## src/rtl/gnn_input_loader.sv

```systemverilog
// Purpose : serial 5-bit beat stream -> staged GNN feature/weight frame, committed atomically.
// Latency : 1 cycle from final-beat acceptance to feat_bus/wgt_bus update and in_ready pulse.
// Backpr. : s_ready low only in WAIT_DONE (after a commit, until gnn_done); otherwise always ready.
// Ports   : clk/rst_n (async active-low); s_valid/s_data/s_last/s_ready beat stream;
//           gnn_done completion pulse; feat_bus/wgt_bus committed frame;
//           in_ready commit pulse; frame_err discard pulse; busy = not IDLE.
module gnn_input_loader #(
    parameter int DATA_W = 5,
    parameter int N_FEAT = 16,
    parameter int N_WGT  = 24
) (
    input  logic                     clk,
    input  logic                     rst_n,
    input  logic                     s_valid,
    input  logic [DATA_W-1:0]        s_data,
    input  logic                     s_last,
    output logic                     s_ready,
    input  logic                     gnn_done,
    output logic [N_FEAT*DATA_W-1:0] feat_bus,
    output logic [N_WGT*DATA_W-1:0]  wgt_bus,
    output logic                     in_ready,
    output logic                     frame_err,
    output logic                     busy
);

    localparam int CNT_MAX = ((N_FEAT > N_WGT) ? N_FEAT : N_WGT) - 1;
    localparam int CNT_W   = (CNT_MAX > 0) ? $clog2(CNT_MAX + 1) : 1;
    localparam logic [CNT_W-1:0] FEAT_LAST = CNT_W'(N_FEAT - 1);
    localparam logic [CNT_W-1:0] WGT_LAST  = CNT_W'(N_WGT - 1);

    typedef enum logic [2:0] {
        S_IDLE,
        S_FEAT,
        S_WGT,
        S_WAIT_DONE,
        S_DRAIN
    } state_t;

    state_t                     state_q, state_d;
    logic [CNT_W-1:0]           cnt_q, cnt_d;
    logic                       wload_q, wload_d;
    logic [N_FEAT*DATA_W-1:0]   feat_stg_q, feat_stg_d;
    logic [N_WGT*DATA_W-1:0]    wgt_stg_q, wgt_stg_d;
    logic [N_FEAT*DATA_W-1:0]   feat_bus_q, feat_bus_d;
    logic [N_WGT*DATA_W-1:0]    wgt_bus_q, wgt_bus_d;
    logic                       in_ready_q, in_ready_d;
    logic                       frame_err_q, frame_err_d;
    logic                       beat;

    assign s_ready   = (state_q != S_WAIT_DONE);
    assign busy      = (state_q != S_IDLE);
    assign beat      = s_valid && s_ready;
    assign feat_bus  = feat_bus_q;
    assign wgt_bus   = wgt_bus_q;
    assign in_ready  = in_ready_q;
    assign frame_err = frame_err_q;

    always_comb begin
        state_d     = state_q;
        cnt_d       = cnt_q;
        wload_d     = wload_q;
        feat_stg_d  = feat_stg_q;
        wgt_stg_d   = wgt_stg_q;
        feat_bus_d  = feat_bus_q;
        wgt_bus_d   = wgt_bus_q;
        in_ready_d  = 1'b0;
        frame_err_d = 1'b0;

        case (state_q)
            S_IDLE: begin
                if (beat) begin
                    if (s_last) begin
                        // A header alone is never a valid frame.
                        frame_err_d = 1'b1;
                    end else begin
                        wload_d = s_data[0];
                        cnt_d   = '0;
                        state_d = S_FEAT;
                    end
                end
            end

            S_FEAT: begin
                if (beat) begin
                    feat_stg_d[cnt_q*DATA_W +: DATA_W] = s_data;
                    cnt_d = cnt_q + 1'b1;
                    if (cnt_q == FEAT_LAST) begin
                        if (wload_q) begin
                            if (s_last) begin
                                frame_err_d = 1'b1;
                                state_d     = S_IDLE;
                            end else begin
                                cnt_d   = '0;
                                state_d = S_WGT;
                            end
                        end else if (s_last) begin
                            // Commit from the _d staging so the final beat is included.
                            feat_bus_d = feat_stg_d;
                            in_ready_d = 1'b1;
                            state_d    = S_WAIT_DONE;
                        end else begin
                            state_d = S_DRAIN;
                        end
                    end else if (s_last) begin
                        frame_err_d = 1'b1;
                        state_d     = S_IDLE;
                    end
                end
            end

            S_WGT: begin
                if (beat) begin
                    wgt_stg_d[cnt_q*DATA_W +: DATA_W] = s_data;
                    cnt_d = cnt_q + 1'b1;
                    if (cnt_q == WGT_LAST) begin
                        if (s_last) begin
                            feat_bus_d = feat_stg_q;
                            wgt_bus_d  = wgt_stg_d;
                            in_ready_d = 1'b1;
                            state_d    = S_WAIT_DONE;
                        end else begin
                            state_d = S_DRAIN;
                        end
                    end else if (s_last) begin
                        frame_err_d = 1'b1;
                        state_d     = S_IDLE;
                    end
                end
            end

            S_WAIT_DONE: begin
                if (gnn_done) begin
                    state_d = S_IDLE;
                end
            end

            S_DRAIN: begin
                // Overlong frame: swallow beats until the sender closes it.
                if (beat && s_last) begin
                    frame_err_d = 1'b1;
                    state_d     = S_IDLE;
                end
            end

            default: begin
                state_d = S_IDLE;
            end
        endcase
    end

    always_ff @(posedge clk or negedge rst_n) begin
        if (!rst_n) begin
            state_q     <= S_IDLE;
            cnt_q       <= '0;
            wload_q     <= 1'b0;
            feat_stg_q  <= '0;
            wgt_stg_q   <= '0;
            feat_bus_q  <= '0;
            wgt_bus_q   <= '0;
            in_ready_q  <= 1'b0;
            frame_err_q <= 1'b0;
        end else begin
            state_q     <= state_d;
            cnt_q       <= cnt_d;
            wload_q     <= wload_d;
            feat_stg_q  <= feat_stg_d;
            wgt_stg_q   <= wgt_stg_d;
            feat_bus_q  <= feat_bus_d;
            wgt_bus_q   <= wgt_bus_d;
            in_ready_q  <= in_ready_d;
            frame_err_q <= frame_err_d;
        end
    end

endmodule

```

## config.mk

```make
export PLATFORM = sky130hd
export DESIGN_NAME = gnn_input_loader
export DESIGN_NICKNAME = d
export VERILOG_FILES = /design/src/rtl/gnn_input_loader.sv
export SDC_FILE = /design/constraint.sdc
export NUM_CORES = 1
export LEC_CHECK = 0
export ABC_AREA = 0
export CAP_MARGIN = 10
export CORE_MARGIN = 5
export CORE_UTILIZATION = 50
export CTS_CLUSTER_SIZE = 40
export DETAILED_ROUTE_END_ITERATION = 10
export HOLD_SLACK_MARGIN = 0.02
export PLACE_DENSITY_LB_ADDON = 0.08
export RECOVER_POWER = 100
export SETUP_SLACK_MARGIN = 0.5
export SKIP_LAST_GASP = 1
export SLEW_MARGIN = 20
export SYNTH_ARGS = -nofsm -noshare
export SYNTH_HDL_FRONTEND = slang
export SYNTH_SLANG_ARGS = --single-unit
```

## constraint.sdc

```tcl
create_clock -name clk -period 9.25 [get_ports clk]
set_clock_uncertainty 0.1 [all_clocks]
set_input_delay 2.3125 -clock clk [delete_from_list [all_inputs] [get_ports clk]]
set_output_delay 2.3125 -clock clk [all_outputs]
set_load 0.05 [all_outputs]
```

* After elaboration in Yosys (flattened, before gate mapping)
Index checks and enable logic that the tools add are counted.
** Storage, ports and cells
- Register bits after elaboration :: 411
- Input bits :: 10
- Output and inout port bits :: 204
- Word-level logic and storage cells :: 94
** Cells by class
- Add/sub/neg operators :: 2
- $mul :: 1
- Equal/unequal tests :: 18
- Shift-type cells :: 4
- Mux-type cells :: 46
- Bitwise logic cells :: 1
- Reduce and logical (&&, ||, !) cells :: 13
** Operator list (number)
- $mux W80 :: 7
- $pmux W80 S2 :: 1
- $bwmux W120 :: 1
- $shift A5 B34 Y120 const A :: 1
- $shiftx A5 B34 Y120 :: 1
- $bwmux W80 :: 1
- $shift A5 B34 Y80 const A :: 1
- $shiftx A5 B34 Y80 :: 1
- $mux W5 :: 7
- $neg A8 Y34 :: 1
- $mux W3 :: 11
- $ne A2 B2 Y1 const B :: 11
- $pmux W3 S5 :: 1
- $pmux W5 S3 :: 1
- $mux W1 :: 13
- $mul A5 B3 Y8 const B :: 1
- $reduce_and A8 Y1 :: 1
- $eq A3 B2 Y1 const B :: 2
- $reduce_and A6 Y1 :: 1
- $reduce_bool A3 Y1 :: 2
- $add A5 B1 Y5 const B :: 1
- $eq A5 B4 Y1 const B :: 1
- $eq A5 B5 Y1 const B :: 1
- $reduce_and A5 Y1 :: 1
- other kinds (13) :: 15

* Longest topological paths before layout
- Depth in word-level cells :: 9
- Gate-level depth with buffers :: 12
- Mapped depth without buffers :: 7

* Worst setup path after synthesis
No wires, ideal clock.
- Path kind :: input-to-reg
- Start point :: input s_last
- End point :: register wgt_bus_q[113] (netlist: wgt_bus[113])
- Data arrival time :: 3552 ps
- Required time :: 9024 ps
- Path slack :: 5472 ps
- Stages on the path :: 7
- Path buffers :: 2
- Cell sequence :: clkbuf_1 nand2_1 a21oi_1 nand2_1 clkbuf_1 and2_0 a221o_1
** On the way
- Longest elaborated chain between the ends :: 1
** Ends and longest elaborated chain
- start, declared :: line 16 : input logic s_last,
- $reduce_and A4 Y1 (no line)
- end signal, assigned :: line 169 : wgt_bus_q <= wgt_bus_d;
- end, declared :: line 45 : logic [N_WGT*DATA_W-1:0] wgt_bus_q, wgt_bus_d;
Every way passes these cells.
A chain may end at the register's enable or synchronous reset.

* Final worst setup path
Ends and elaborated chain as after synthesis.

==> flow_metrics.env <==
export IMPL_yosys_mux_area_fraction_pct=18.7
export IMPL_io_buffer_count=213
export IMPL_grt_util_met1_pct=33.8
export IMPL_wl_mm=45.8
export IMPL_antenna_found_initial=0
export IMPL_path_class="input port to register"
export IMPL_syn_area_um2=17800
export IMPL_seqCellArea_um2=10300
export IMPL_fill_cells=3002
export IMPL_fin_area_um2=21600
export IMPL_min_period_over_period_pct=72.4
export IMPL_min_to="wgt_bus[65]"
export IMPL_layout_common_cells="dfrtp_1, nand2_1, dlygate4sd3_1, mux2_2, nor2_1"
export IMPL_period_needed_ps=6700
export IMPL_vias_per_cell=5.49
export IMPL_cp_data_required_time_ps=9620
export IMPL_diodes=0
export IMPL_mostFrequentLayoutCell="dfrtp_1"
export IMPL_met3_usage_pct=4.29
export IMPL_end_kind="register"
export IMPL_critPathMaxFanout=97
export IMPL_syn_nets=1592
export IMPL_grt_busiest_layer="met2"
export IMPL_cts_tree="built"
export IMPL_combPwrFrac_pct=13.0
export IMPL_synth_flop_cell="dfrtp_1"
export IMPL_insertion_delay_ps=540
export IMPL_clock_sinks=411
export IMPL_max_slew_worst_pin_slew_ps=3650
export IMPL_syn_inst=1574
export IMPL_failed_checks="max-capacitance violations, max-slew violations"
export IMPL_synth_edf_count=0
export IMPL_dp_cells=2159
export IMPL_die_w_um=199
export IMPL_status="finished with violations"
export IMPL_grt_usage_pct=23.2
export IMPL_yosysUniqueCellTypes=66
export IMPL_power_leakage_uw=0.0109
export IMPL_setup_tns_ps=0
export IMPL_yosysSeqAreaShare_pct=57.7
export IMPL_yosys_area_share_adder_pct=0.562
export IMPL_cts_buffer_depth=3
export IMPL_synth_simple_area_share_pct=13.6
export IMPL_start_util_pct=50.3
export IMPL_synth_top_family_by_area="multiplexers"
export IMPL_drc_errors=0
export IMPL_fmax_ghz=0.149
export IMPL_grt_pass1_wl_mm=72.6
export IMPL_clock_power_share_pct=41.7
export IMPL_cp_start_kind="input port"
export IMPL_post_cts_setup_buffers=0
export IMPL_r2r_end="wgt_bus[113]"
export IMPL_grt_setup_unrepaired="false"
export IMPL_cts_max_level=2
export IMPL_hpwl_mm=30.4
export IMPL_cp_arrival_ps=7070
export IMPL_drv_cap=4
export IMPL_synthArstFlopShare_pct=100
export IMPL_power_density_nw_per_um2=199
export IMPL_synth_seq_cells=411
export IMPL_multiInputGateArea_um2=6980
export IMPL_hold_violations=0
export IMPL_die_h_um=199
export IMPL_path_delay_family="simple AND/OR/NAND/NOR gates"
export IMPL_seq_power_share_pct=45.4
export IMPL_relSlewSlack_pct=-143
export IMPL_p_int_uw=3150
export IMPL_grt_pass1_vias=12500
export IMPL_grtUsageMet2_pct=36.6
export IMPL_syn_area_per_cell_um2=11.3
export IMPL_synth_compound_area_share_pct=6.79
export IMPL_ant_nets=0
export IMPL_hp_start="wgt_bus[65]"
export IMPL_rr_worst_depth=6
export IMPL_place_gp_congestion=0.880
export IMPL_cp_buffers_inverters=1
export IMPL_rows=69
export IMPL_min_path_type="register to register"
export IMPL_path_cells="dlygate4sd3_1, nand2_1, a21oi_1, nand2_1, a21oi_1, a221o_1"
export IMPL_timing_rr_start="cnt_q[0]"
export IMPL_num_io_pins=214
export IMPL_switchingPower_uw=1140
export IMPL_cpPeakStageDelay_ps=1910
export IMPL_dieArea_um2=39500
export IMPL_grt_overflow_total=0
export IMPL_final_layout_size_suffix_gt1_share_pct=17.5
export IMPL_wl_per_cell_um=20.5
export IMPL_vias=12300
export IMPL_synthXorXnorAreaFrac_pct=0
export IMPL_place_area_um2=20200
export IMPL_area_growth_pct=21.0
export IMPL_nets=1763
export IMPL_drt_iter0_markers=767
export IMPL_grt_max_degree=125
export IMPL_ir_drop_v=0.000112
export IMPL_final_cells=2239
export IMPL_dr_pass1_iters=5
export IMPL_swShare_pct=26.6
export IMPL_cts_hold_buf=0
export IMPL_worstHoldPathCells=2
export IMPL_root_buffer="clkbuf_16"
export IMPL_clkTransAtPathRegs_ps=60
export IMPL_synth_warnings=0
export IMPL_setup_viol=0
export IMPL_ctsResizeCount=0
export IMPL_numCtsBuffers=45
export IMPL_reg2reg_slack_ps=3690
export IMPL_coreArea_um2=35400
export IMPL_slowest_stage="nand2_1"
export IMPL_slew_viol_final=290
-- routing by layer --
metal	up-vias	wire, um
li1	5748	-
met1	6175	20900
met2	306	21500
met3	69	2520
met4	0	897
met5	-	0
-- sequential cells by signal, indices dropped and copies added, names as in the netlist --
register,flops
feat_bus,80
wgt_bus,120
cnt_q,5
wload_q,1
wgt_stg_q,120
in_ready,1
frame_err,1
state_q,3
feat_stg_q,80
-- worst min-delay path, stage by stage, from the launching register on --
cell	delay, ps
dfrtp_1	340
nand2_1	50
nand2_1	40
-- area by class of cell --
type / instances / share of cell area [%]
inverters: 8 / 0.139
repair buffers: 226 / 10.2
well taps: 461 / 2.67
clock buffers: 70 / 6.41
flip-flops and latches: 411 / 47.7
multi-input cells: 1053 / 32.4
clock inverters: 10 / 0.511
-- cell families (layout without fill, tap and decap cells) --
kind of cell | count (synthesis) | count (layout)
adder cells (fa/ha/maj) | 8 | 8
multiplexers | 308 | 308
flip-flops | 411 | 411
AND/OR/NAND/NOR | 537 | 537
buffers and inverters | 110 | 314
AO/OA/AOI/OAI | 200 | 200
-- worst max-delay path by stage --
stage	start	end	cells past startpoint
after floorplan	s_last	wgt_bus[113]	7
after global placement	s_last	feat_bus[67]	6
after detailed placement	s_last	feat_bus[34]	7
after CTS	s_last	feat_bus[53]	7
after global routing	s_last	wgt_bus[113]	6
final	s_last	wgt_bus[113]	6
-- per-stage QoR --
step	total power (uW)	worst slack (ps)	utilization (%)	hold slack, ps
2_1_floorplan	2360	5470	-	335
3_3_place_gp	2530	3930	57.0	343
3_5_place_dp	2540	3790	57.0	353
4_1_cts	4330	4360	61.2	367
5_1_grt	4460	2080	60.9	381
6_report	4280	2550	60.9	358
-- Yosys cell counts, drive strengths merged (9+ instances only) --
| master | number | area, um^2 |
|---|---|---|
| a21oi | 100 | 512 |
| a31oi | 27 | 169 |
| and2 | 12 | 77.6 |
| and3 | 11 | 68.8 |
| buf | 44 | 224 |
| clkbuf | 58 | 218 |
| dfrtp | 411 | 10300 |
| mux2 | 203 | 2290 |
| mux2i | 105 | 1050 |
| nand2 | 266 | 1010 |
| nand3 | 26 | 130 |
| nor2 | 168 | 721 |
| o21ai | 38 | 194 |
| or3 | 9 | 56.3 |
-- power groups by stage --
stage                     combinational, uW  clock, uW  sequential [uW]
after floorplan                         402          0             1960
after global placement                  560          0             1970
after detailed placement                569          0             1970
after CTS                               570       1820             1940
after global routing                    605       1900             1950
final                                   556       1780             1940
No activity file was read; power rests on OpenSTA's default activity.
